## src/rtl/btn_pkg.sv

```systemverilog
// Shared definitions for the button event decoder.
// Contents: state encoding (3-bit) and the default tick constants that
// match the debouncer timebase.
package btn_pkg;

    localparam int unsigned STATE_W = 3;

    localparam logic [STATE_W-1:0] IDLE      = 3'd0;
    localparam logic [STATE_W-1:0] PRESSED   = 3'd1;
    localparam logic [STATE_W-1:0] LONG_HELD = 3'd2;
    localparam logic [STATE_W-1:0] WAIT2     = 3'd3;
    localparam logic [STATE_W-1:0] PRESSED2  = 3'd4;

    typedef enum logic [STATE_W-1:0] {
        StIdle     = IDLE,
        StPressed  = PRESSED,
        StLongHeld = LONG_HELD,
        StWait2    = WAIT2,
        StPressed2 = PRESSED2
    } btn_state_e;

    localparam int unsigned DEF_LONG_TICKS   = 50;
    localparam int unsigned DEF_DCLICK_TICKS = 15;
    localparam int unsigned DEF_REPEAT_TICKS = 10;
    localparam int unsigned DEF_CNT_W        = 8;

endpackage

```

## src/rtl/btn_tick_counter.sv

```systemverilog
// Tick counter for gesture timing.
// Ports:
//   clk, reset  - clock, synchronous active-high reset
//   clr         - clear the count (takes priority over tick)
//   tick        - increment strobe (m_tick)
//   term        - terminal value T
//   done        - tick arriving while count == T-1 (combinational)
module btn_tick_counter #(
    parameter int unsigned CNT_W = 8
) (
    input  logic             clk,
    input  logic             reset,
    input  logic             clr,
    input  logic             tick,
    input  logic [CNT_W-1:0] term,
    output logic             done
);

    logic [CNT_W-1:0] cnt_q, cnt_d;

    always_comb begin
        cnt_d = cnt_q;
        if (clr) begin
            cnt_d = '0;
        end else if (tick) begin
            cnt_d = cnt_q + CNT_W'(1);
        end
    end

    always_ff @(posedge clk) begin
        if (reset) begin
            cnt_q <= '0;
        end else begin
            cnt_q <= cnt_d;
        end
    end

    assign done = tick & (cnt_q == term - CNT_W'(1));

endmodule

```

## src/rtl/btn_event_decoder.sv

```systemverilog
// Button gesture classifier: turns a debounced level into one-cycle pulses
// for press, release, single click, double click and long press.
// Optional auto-repeat while held long, enabled by defining BTN_AUTO_REPEAT_EN.
// Ports:
//   clk, reset    - clock, synchronous active-high reset
//   level         - debounced button level (1 = pressed)
//   m_tick        - slow timebase strobe, one clk wide
//   press         - pulse on each accepted press
//   release_o     - pulse on each release ('release' is a reserved word)
//   single_click  - short press with no second press inside the window
//   double_click  - two short presses inside the window
//   long_press    - hold reached LONG_TICKS
//   repeat_o      - auto-repeat pulse, tied 0 without BTN_AUTO_REPEAT_EN
// All outputs are registered and appear the cycle after their condition.
module btn_event_decoder
    import btn_pkg::*;
#(
    parameter int unsigned LONG_TICKS   = DEF_LONG_TICKS,
    parameter int unsigned DCLICK_TICKS = DEF_DCLICK_TICKS,
    parameter int unsigned REPEAT_TICKS = DEF_REPEAT_TICKS,
    parameter int unsigned CNT_W        = DEF_CNT_W
) (
    input  logic clk,
    input  logic reset,
    input  logic level,
    input  logic m_tick,
    output logic press,
    output logic release_o,
    output logic single_click,
    output logic double_click,
    output logic long_press,
    output logic repeat_o
);

    btn_state_e state_q, state_d;
    logic       lvl_q;
    logic       rise, fall;
    logic       done, cnt_clr, rep_clr;
    logic [CNT_W-1:0] term;

    logic press_q, press_d;
    logic rel_q, rel_d;
    logic single_q, single_d;
    logic double_q, double_d;
    logic long_q, long_d;
`ifdef BTN_AUTO_REPEAT_EN
    logic repeat_q, repeat_d;
`endif

    assign rise = level & ~lvl_q;
    assign fall = ~level & lvl_q;

    // Terminal value depends on which interval is being timed.
    always_comb begin
        unique case (state_q)
            StWait2:    term = CNT_W'(DCLICK_TICKS);
            StLongHeld: term = CNT_W'(REPEAT_TICKS);
            default:    term = CNT_W'(LONG_TICKS);
        endcase
    end

    always_comb begin
        state_d  = state_q;
        press_d  = 1'b0;
        rel_d    = 1'b0;
        single_d = 1'b0;
        double_d = 1'b0;
        long_d   = 1'b0;
        rep_clr  = 1'b0;
`ifdef BTN_AUTO_REPEAT_EN
        repeat_d = 1'b0;
`endif
        unique case (state_q)
            StIdle: begin
                if (rise) begin
                    state_d = StPressed;
                    press_d = 1'b1;
                end
            end
            StPressed: begin
                // A fall on the terminal tick still counts as a short press.
                if (fall) begin
                    state_d = StWait2;
                    rel_d   = 1'b1;
                end else if (done) begin
                    state_d = StLongHeld;
                    long_d  = 1'b1;
                end
            end
            StLongHeld: begin
                if (fall) begin
                    state_d = StIdle;
                    rel_d   = 1'b1;
                end
`ifdef BTN_AUTO_REPEAT_EN
                else if (done) begin
                    repeat_d = 1'b1;
                    rep_clr  = 1'b1;
                end
`endif
            end
            StWait2: begin
                // A second press on the terminal tick still makes a double click.
                if (rise) begin
                    state_d = StPressed2;
                    press_d = 1'b1;
                end else if (done) begin
                    state_d  = StIdle;
                    single_d = 1'b1;
                end
            end
            StPressed2: begin
                if (fall) begin
                    state_d  = StIdle;
                    rel_d    = 1'b1;
                    double_d = 1'b1;
                end else if (done) begin
                    state_d = StLongHeld;
                    long_d  = 1'b1;
                end
            end
            default: state_d = StIdle;
        endcase
    end

    assign cnt_clr = (state_d != state_q) | rep_clr;

    btn_tick_counter #(
        .CNT_W(CNT_W)
    ) u_cnt (
        .clk  (clk),
        .reset(reset),
        .clr  (cnt_clr),
        .tick (m_tick),
        .term (term),
        .done (done)
    );

    always_ff @(posedge clk) begin
        if (reset) begin
            state_q  <= StIdle;
            lvl_q    <= 1'b1;  // a button held through reset is not a press
            press_q  <= 1'b0;
            rel_q    <= 1'b0;
            single_q <= 1'b0;
            double_q <= 1'b0;
            long_q   <= 1'b0;
`ifdef BTN_AUTO_REPEAT_EN
            repeat_q <= 1'b0;
`endif
        end else begin
            state_q  <= state_d;
            lvl_q    <= level;
            press_q  <= press_d;
            rel_q    <= rel_d;
            single_q <= single_d;
            double_q <= double_d;
            long_q   <= long_d;
`ifdef BTN_AUTO_REPEAT_EN
            repeat_q <= repeat_d;
`endif
        end
    end

    assign press        = press_q;
    assign release_o    = rel_q;
    assign single_click = single_q;
    assign double_click = double_q;
    assign long_press   = long_q;
`ifdef BTN_AUTO_REPEAT_EN
    assign repeat_o     = repeat_q;
`else
    assign repeat_o     = 1'b0;
`endif

endmodule
```

## config.mk

```make
export PLATFORM = sky130hd
export DESIGN_NAME = btn_event_decoder
export DESIGN_NICKNAME = d
export VERILOG_FILES = /design/src/rtl/btn_pkg.sv /design/src/rtl/btn_tick_counter.sv /design/src/rtl/btn_event_decoder.sv
export SDC_FILE = /design/constraint.sdc
export NUM_CORES = 1
export LEC_CHECK = 0
export ABC_AREA = 1
export CORE_AREA = 2 2 50 52
export CTS_BUF_LIST = sky130_fd_sc_hd__clkbuf_8
export DETAILED_ROUTE_END_ITERATION = 6
export DIE_AREA = 0 0 52 54
export PLACE_DENSITY = 0.74
export SLEW_MARGIN = 20
export SYNTH_ARGS = -nofsm -noshare
export SYNTH_HDL_FRONTEND = slang
export SYNTH_HIERARCHICAL = 1
export SYNTH_SLANG_ARGS = --single-unit
export TNS_END_PERCENT = 100
```

## constraint.sdc

```tcl
create_clock -name clk -period 2.5 [get_ports clk]
set_input_delay 0.25 -clock clk [delete_from_list [all_inputs] [get_ports clk]]
set_output_delay 0.25 -clock clk [all_outputs]
set_load 0.005 [all_outputs]
```

==> summary.md, run 1 <==
| Metric | Value |
|---|---|
| Most used flip-flop cell after synthesis | `dfxtp_1` |
| Top post-synthesis cells by area | `dfxtp_1 30%, nand2_1 16%, nor2_1 9.0%` |
| Syn Area/Cell | `6.24 sq um` |
| EDFF count, synth | `0` |
| GR Overflow Total | `0` |
| Hold Path Sink | `release_o` |
| Hold Startpoint | `lvl_q` |
| DIE WIDTH | `around 52 um` |
| R2R Path End | `u_cnt/cnt_q[0]` |
| RSZ-0062 raised after global routing | `true` |
| Synth warn | `6` |
| Min Hold Slack | `492 ps` |
| Clock tree from TritonCTS | `yes` |
| Post-route clock period utilization | `between 90% and 100%` |
| Synth async-reset ratio | `0%` |
| DR pass1 iterations | `4` |
| Worst Setup SP | `state_q[1]` |
| Design Power | `between 0.5 and 0.6 mW` |
| Final nets | `215` |
| Post-synthesis sequential area ratio | `30.2%` |
| Commonest cells after routing, fill and taps aside | `40 x nand2_1, 21 x nor2_1, 18 x inv_1` |
| Setup CP Type | `reg2reg` |
| Met2 Use GR | `44.1%` |
| CP Data Arrival Time | `between 2000 and 3000 ps` |
| Worst R2R Start | `state_q[1]` |
| DR vias | `1185` |
| Final Hold Viols | `0` |
| Final Skew | `1.93 ps` |
| Post-Synthesis Cells | `181` |
| WL/cell | `12.1 um` |
| GPL Wtd Cong | `0.884` |
| P per Cell Area | `383 nW/um^2` |
| Initial antenna violation count | `0` |
| M3 GR Usage | `3.61%` |
| Cts bufs inserted | `3` |
| Initial DRC count | `23` |
| M1 GR Usage | `20.5%` |
| Post-synthesis cell type count | `28` |
| Worst Setup End Kind | `flip-flop` |
| Synth area leader | `dfxtp_1` |
| Final worst path period need | `2440 ps` |
| Hold_buf cts | `0` |
| Residual DRC | `0` |
| Most Used Layer, Global Route | `met2` |
| Hold depth | `2` |
| Critical path required time | `2640 ps` |
| Clk Latency, worst-skew pair | `250 ps` |
| Placed Area | `1320 sq um` |
| # IOs | `10` |
| Clk sink count | `17` |
| Synth-to-layout area growth | `32.3%` |
| All-Layer GR Usage | `21.4%` |
| Vias/cell | `4.98` |
| Vias in the first global route | `1148` |
| Post-route cell area | `1490 sq um` |
| Root Buffer | `clkbuf_8` |
| Chip height | `54 um` |
| Status | `complete, no violations` |
| Final worst setup slack | `about 63 ps` |
| Total die area | `2810 sq um` |
| Top-area cell type share of the netlist area | `30.2%` |
| Crit path launch type | `flip-flop` |
| First-pass GRT wire length | `4410 um` |
| Max FO, Critical Path | `7` |
| # Max-Cap Violations | `0` |
| Fin util | `64.3%` |
| Core Rows | `18` |
| Hold crit path type | `reg2reg` |
| Commonest non-fill, non-tap cell in the layout | `nand2_1` |
| Largest net degree at the start of global routing | `10` |
| Slew Viols, Final | `0` |
| Reg2reg path depth | `21` |
| Port Buffer Count | `8` |
| Leak pwr | `0.662 nW` |
| H-tree Lvls | `1` |
| Reg2reg setup slack | `approximately 63 ps` |
| Core Box Area | `~2300 sq um` |
| Endpoints failing setup | `0` |
| Clock slew at reported path FFs | `70 ps` |
| Post-place setup slack | `-176 ps` |
| Final wirelength | `between 2000 and 3000 um` |
| Share of layout cells above drive strength 1 | `29.3%` |
| Post-DP HPWL | `2060 um` |
| Clock Tree Buf Depth | `2` |
| Maximum VDD drop | `0.258 mV` |
| #FFs+latches synth | `17` |
| Antenna Cells | `0` |
| Initial Util | `a little under 50%` |
| Synthesized cell area | `1130 sq um` |
| Peak Freq | `410 MHz` |
| Post-DRT Antenna Nets | `0` |
## sequential cells by signal (all words and copies together), names as in the netlist
register      flops
u_cnt/cnt_q       8
release_o         1
single_click      1
long_press        1
press             1
lvl_q             1
double_click      1
state_q           3
## report_power, final
part	internal [mW]	total [mW]	switching, mW	leakage, nW
Combinational	0.0352	0.0888	0.0536	0.497
Sequential	0.276	0.281	0.00520	0.139
Clock	0.109	0.202	0.0932	0.0269
Total	0.420	0.572	0.152	0.662
## logic make-up after synthesis
| group | after synthesis | synth area share, % |
|---|---|---|
| xor+xnor | 7 | 5.43 |
| other cells | 2 | 0.665 |
| fa+ha+maj | 2 | 2.22 |
| simple gates | 108 | 43.3 |
| buf+inv | 30 | 10.8 |
| compound gates | 15 | 7.43 |
| flops | 17 | 30.2 |
## per-stage QoR
step	setup TNS (ps)	std cells
finish	0	238
global route	-623	238
CTS	0	235
detailed placement	-1190	230
global placement	-618	230
floorplan	0	186
## critical path, cell delays in order, from the launching register on
cell     delay, ps
dfxtp_2        340
nand2_2         70
nor2_4         110
inv_2           60
ha_4           220
nand2_2         70
nand3_2         60
nor2_1         110
nand2_1         60
nor2_1         120
nand3_1        120
nor2_4         200
inv_2           70
nand2_1         60
nand2_1         60
nand2_2         80
nand2_2         50
o21a_1         190
nand3_2         80
nor2_4          70
o21ai_1         90
a21oi_1         50
## layer usage
layer / routed length, um / share of wire (%)
met5: 0 / 0
met4: 27 / 0.94
met3: 103 / 3.6
met2: 1630 / 56
met1: 1130 / 39
## worst max path at each step
stage          cells after the start             end  slack, ps
2_1_floorplan                     21  u_cnt/cnt_q[6]          8
3_3_place_gp                      21  u_cnt/cnt_q[3]       -100
3_5_place_dp                      21  u_cnt/cnt_q[6]       -180
4_1_cts                           21  u_cnt/cnt_q[3]         20
5_1_grt                           21  u_cnt/cnt_q[0]        -90
6_report                          21  u_cnt/cnt_q[0]         60
## layout make-up
class                           instances  area (sq um)
Timing Repair Buffer                   21           181
Inverter                               27           104
Fill cell                             215           827
Sequential cell                        17           343
Tap cell                               30          37.5
Clock buffer                            3          41.3
Clock inverter                          1          3.75
Multi-Input combinational cell        139           782
## synth_stat cells, drive strengths merged, types with 2 or more instances
cell type	n
a21oi	8
nand2	51
o21ai	4
buf	3
nor2	32
nand4	2
or2	2
ha	2
xor2	4
dfxtp	17
a31oi	2
xnor2	3
nor4	2
conb	2
nor3	5
inv	27
nand3	14
## what timing repair did
action,CTS,global route
hold endpoints to repair,0,0
setup buffers,1,3
endpoints found under the setup margin,8,8
pin swaps,3,20
gates resized for setup,8,29
Power figures use the tool's default switching activity.
==> run 2: changes to the inputs <==
--- a/config.mk
+++ b/config.mk
@@ -8,6 +8,7 @@
 export ABC_AREA = 1
 export CORE_AREA = 2 2 50 52
 export CTS_BUF_LIST = sky130_fd_sc_hd__clkbuf_8
+export CTS_CLUSTER_SIZE = 8
 export DETAILED_ROUTE_END_ITERATION = 6
 export DIE_AREA = 0 0 52 54
 export PLACE_DENSITY = 0.74
==> results of run 2 <==
No change in the layout: final DEF, timing and power equal those of run 1.
==> RTL change 1 (settings of run 2) <==
Add a define of `BTN_AUTO_REPEAT_EN`.
--- a/src/rtl/btn_event_decoder.sv
+++ b/src/rtl/btn_event_decoder.sv
@@ -14,2 +14,4 @@
 // All outputs are registered and appear the cycle after their condition.
+`define BTN_AUTO_REPEAT_EN
+
 module btn_event_decoder
Formal check against the unedited RTL: same outputs for any inputs over 10 cycles, from zero or initial values and one cycle with reset high; that may be too few to reach the edited logic, so the function may still have changed.
==> RTL change 1 against run 2 <==
Clock power increased by 18%. Cell count up 4.2%. Count of clock-buffer cells in the layout is 1 higher. Sequential cell count rose by 1. Utilization grew 2.0 points. Synthesized area is 2.9% higher. Total power increased by 7.8%. Routed wire length is 3.6% lower. Setup slack got worse by 0.086 ns. Sequential power rose by 5%. Critical path type unchanged. Critical endpoint is now u_cnt/cnt_q[6]$_SDFFE_PP0P_. The flow now finishes with violations (setup timing). Final area rose by 3.1%. Synthesized cell count is 3.3% higher.
==> RTL change 1: results (changes against run 2) <==
| Metric | Value |
|---|---|
| DRT met1 WL | 1310 um (was 1130 um) |
| First-pass GRT wire length | 4440 um (was 4410 um) |
| Met1 Usage GRT | 27.7% (was 20.5%) |
| Port bufs | 9 (was 8) |
| Final worst slack | -0.0231 ns (was 0.0629 ns) |
| Placed cells | 242 (was 230) |
| Xor and xnor fraction of the mapped netlist area | 5.28% (was 5.43%) |
| Setup Skew | 0.00182 ns (was 0.00193 ns) |
| Seq/Total Area, Yosys | 31.0% (was 30.2%) |
| Share of layout cells above drive strength 1 | 22.5% (was 29.3%) |
| Top area cells in the synthesized netlist | dfxtp_1 31%, nand2_1 17%, nor2_1 8.7%, inv_1 7.4%, nand3_1 6.0% (was dfxtp_1 30%, nand2_1 16%, nor2_1 9.0%, inv_1 7.3%, nand3_1 5.8%) |
| Adder-cell share of the synthesized area | 2.16% (was 2.22%) |
| DP Area | 1440 sq um (was 1320 sq um) |
| WP data arrival | 2.71 ns (was 2.57 ns) |
| Hold Startpoint | u_cnt/cnt_q[7]$_SDFFE_PP0P_ (was lvl_q$_SDFF_PP1_) |
| Post-synth top cells | 54 x nand2_1, 27 x nor2_1, 23 x inv_1, 18 x dfxtp_1, 14 x nand3_1 (was 49 x nand2_1, 27 x nor2_1, 22 x inv_1, 17 x dfxtp_1, 13 x nand3_1) |
| Critical path's slowest cell | dfxtp_4 (was dfxtp_2) |
| Crit. Startpoint | state_q[2]$_SDFF_PP0_ (was state_q[1]$_SDFF_PP0_) |
| Total number of vias | 1242 (was 1185) |
| Count of final setup violators | 3 (was 0) |
| Sequential Power Share | 48.0% (was 49.2%) |
| Crit Reg-Reg Startpoint | state_q[2]$_SDFF_PP0_ (was state_q[1]$_SDFF_PP0_) |
| Tot GR Track Use | 21.2% (was 21.4%) |
| Total Routed Length | 2780 um (was 2880 um) |
| Hold_ws | 0.517 ns (was 0.492 ns) |
| Met2 wire length | 1320 um (was 1630 um) |
| Violated checks | setup timing |
| Setup TNS Final | -0.0499 ns (was 0 ns) |
| Synth unique cells | 26 (was 28) |
| Grt met2 use | 35.4% (was 44.1%) |
| Status | complete, but fails checks (was finished, final reports clean) |
[RTL change 1: kinds of logic (layout without fill, tap and decap cells)]
| group | count (synthesis) | count (layout) |
|---|---|---|
| other | 2 | 6 |
| AOI/OAI and AO/OA | 13 | 13 |
| xor gates and xnor gates | 7 | 7 |
| buffers and inverters | 29 | 56 |
| and+or+nand+nor | 116 | 116 |
| adders and majority gates | 2 | 2 |
| DFF | 18 | 18 |
[RTL change 1: layout make-up]
cell class,count,area (sq um)
multi-input cells,144,757
clock buffers,4,55.1
fillers,192,781
repair buffers,25,214
inverters,27,109
well taps,30,37.5
flip-flops and latches,18,367
[RTL change 1: what timing repair did]
| action | 4_1_cts | 5_1_grt |
|---|---|---|
| pin swaps | 9 | 6 |
| endpoints found under the setup margin | 4 | 8 |
| cloned | 0 | 0 |
| setup buffers | 2 | 0 |
| resized for setup | 7 | 3 |
==> RTL change 2 (flow settings as in run 2) <==
Made on the original files. Put one more register stage on the output `long_press`, cleared by the reset. The value now appears one clock later. The other outputs are not delayed to match.
--- a/src/rtl/btn_event_decoder.sv
+++ b/src/rtl/btn_event_decoder.sv
@@ -168,3 +168,9 @@
     assign double_click = double_q;
-    assign long_press   = long_q;
+    always_ff @(posedge clk) begin
+        if (reset) begin
+            long_press <= '0;
+        end else begin
+            long_press <= long_q;
+        end
+    end
 `ifdef BTN_AUTO_REPEAT_EN
Behaviour: no difference found for any inputs over 10 cycles, from zero or initial values and one cycle with reset high; that may be too few to reach the edited logic, so the function may still have changed.
==> RTL change 2 against run 2 <==
Total power is 9.3% higher. Sequential power is 5% higher. Synthesized area grew 2.4%. Clock skew shrank 0.00091 ns. Sequential cell count increased by 1. Maximum frequency is 2.0% lower. Setup slack worse by 0.051 ns. Count of clock-buffer cells in the layout increased by 1. Critical endpoint is now u_cnt/cnt_q[4]$_SDFFE_PP0P_. Routed wire length is 1.6% higher. Final area is 6.2% higher. First-iteration DRC count rose by 8.7%. Combinational power increased by 4.4%.
==> RTL change 2: results (changes against run 2) <==
| Metric | Value |
|---|---|
| Status | finished, final reports clean (unchanged) |
| Critical path's slowest cell | dfxtp_2 (unchanged) |
| # fillers | 192 (was 215) |
| Pin count of the biggest net entering global routing | 11 (was 10) |
| Drt via density | 4.94 (was 4.98) |
| DRT iter0 DRCs | 25 (was 23) |
| Num CTS Buffers | 3 (unchanged) |
| Grt met2 use | 43.2% (was 44.1%) |
| WP data arrival | 2.67 ns (was 2.57 ns) |
| Seq/Total Area, Yosys | 31.2% (was 30.2%) |
| Initial antenna violation count | 0 (unchanged) |
| Skew-Pair Late Insertion Delay | 0.25 ns (about the same) |
| Biggest regs | u_cnt/cnt_q (8), state_q (3) (unchanged) |
| Met3 Track Usage GR | 2.78% (was 3.61%) |
| Synth unique cells | 27 (was 28) |
| Min-delay worst type | reg -> reg (unchanged) |
| Reg2Reg Setup Slack | 0.01 ns (was 0.06 ns) |
| Yosys warns | 6 (unchanged) |
| CP Capture Point | u_cnt/cnt_q[4]$_SDFFE_PP0P_ (was u_cnt/cnt_q[0]$_SDFFE_PP0P_) |
| CTS clk-pin slew, worst paths | 0.07 ns (about the same) |
| Ant. Diodes | 0 (unchanged) |
| Met1 Usage GRT | 21.8% (was 20.5%) |
| Maximum fanout along the worst path | 6 (was 7) |
| Share of layout cells above drive strength 1 | 30.6% (was 29.3%) |
| Final net count | 226 (was 215) |
| CTS Root Cell | clkbuf_8 (unchanged) |
| Crit Reg-Reg Startpoint | state_q[1]$_SDFF_PP0_ (unchanged) |
| Reg2reg path depth | 23 (was 21) |
| Post-synth top cells | 46 x nand2_1, 24 x nor2_1, 22 x inv_1, 18 x dfxtp_1, 14 x nand3_1 (was 49 x nand2_1, 27 x nor2_1, 22 x inv_1, 17 x dfxtp_1, 13 x nand3_1) |
| Leak | 0.715 nW (was 0.662 nW) |
| VDD IR max | 0.000346 V (was 0.000258 V) |
| H-tree depth | 1 (unchanged) |
| Hold Startpoint | long_q$_SDFF_PP0_ (was lvl_q$_SDFF_PP1_) |
| Async SR Flop Fraction | 0% (unchanged) |
| Final Wtd Congestion | 0.883 (was 0.884) |
| First-pass GRT wire length | 4400 um (was 4410 um) |
| Total Routed Length | 2930 um (was 2880 um) |
| Slowest stage delay, CP | 0.34 ns (about the same) |
| Hold Path Depth | 2 (unchanged) |
| Top area cells in the synthesized netlist | dfxtp_1 31%, nand2_1 15%, nor2_1 7.8%, inv_1 7.1%, nand3_1 6.1% (was dfxtp_1 30%, nand2_1 16%, nor2_1 9.0%, inv_1 7.3%, nand3_1 5.8%) |
| Tot GR Track Use | 21.0% (was 21.4%) |
| Port bufs | 8 (unchanged) |
| Number of global-route vias before repair | 1094 (was 1148) |
| DP HPWL | 2190 um (was 2060 um) |
| DP Area | 1390 sq um (was 1320 sq um) |
| Clock tree buffer depth | 2 (unchanged) |
| DR pass1 iterations | 5 (was 4) |
| Setup Skew | 0.00102 ns (was 0.00193 ns) |
[RTL change 2: repair_timing]
item | 4_1_cts | 5_1_grt
gates resized for setup | 8 | 20
endpoints found under the setup margin | 8 | 8
buffers inserted | 2 | 6
endpoints found under the hold margin | 0 | 0
pin swaps | 4 | 12
[RTL change 2: cell type report]
cell class,instances,share of cell area [%]
inverters,28,6.79
repair buffers,31,16.7
clock buffers,4,3.47
multi-input cells,138,47.8
flip-flops and latches,18,22.9
well taps,30,2.37
[RTL change 2: per-stage QoR]
step	hold WS [ns]	std cells	util, %	setup slack, ns	setup TNS (ns)
after global routing	0.442	249	68.3	-0.207	-1.29
after CTS	0.410	243	64.3	0.0508	0
after detailed placement	0.400	237	59.8	-0.138	-0.481
after global placement	0.392	237	59.8	-0.0560	-0.0809
after floorplan	0.319	187	-	0.0401	0
final	0.407	249	68.3	0.0121	0
[RTL change 2: logic make-up (layout without fill, tap and decap cells)]
logic type                 count (synthesis)  after routing  share of synthesized area, %
and+or+nand+nor                          105            105                          42.1
buffers and inverters                     31             63                          10.8
DFF                                       18             18                          31.2
AOI/OAI and AO/OA                         17             17                          7.79
xor gates and xnor gates                   7              7                          5.30
adders and majority gates                  2              2                          2.16
other                                      2              7                         0.650
[RTL change 2: power by group]
group          leakage [nW]  internal, mW  switching [mW]  total [mW]
Clock                0.0288         0.140          0.0965       0.236
Sequential            0.147         0.292         0.00448       0.296
Combinational         0.540        0.0399          0.0527      0.0927
[RTL change 2: worst min-delay path by stage]
stage,end,slack (ns)
after floorplan,press$_SDFF_PP0_,0.32
after global routing,long_press$_SDFF_PP0_,0.44
after global placement,long_press$_SDFF_PP0_,0.39
final,long_press$_SDFF_PP0_,0.41
after CTS,long_press$_SDFF_PP0_,0.41
after detailed placement,long_press$_SDFF_PP0_,0.40
[RTL change 2: metal layers]
| metal | vias to the layer above | wire length, um | part of all wire [%] |
|---|---|---|---|
| li1 | 632 | - | - |
| met1 | 569 | 1140 | 39 |
| met2 | 25 | 1680 | 57 |
| met3 | 4 | 76 | 2.6 |
| met4 | 0 | 34 | 1.2 |
| met5 | - | 0 | 0 |
[RTL change 2: critical path, delay by kind of cell, from the launching register on]
kind	cells	cell delay [ns]
compound gates	1	0.13
fa+ha+maj	1	0.22
buf+inv	4	0.40
flops	1	0.34
simple gates	17	1.32
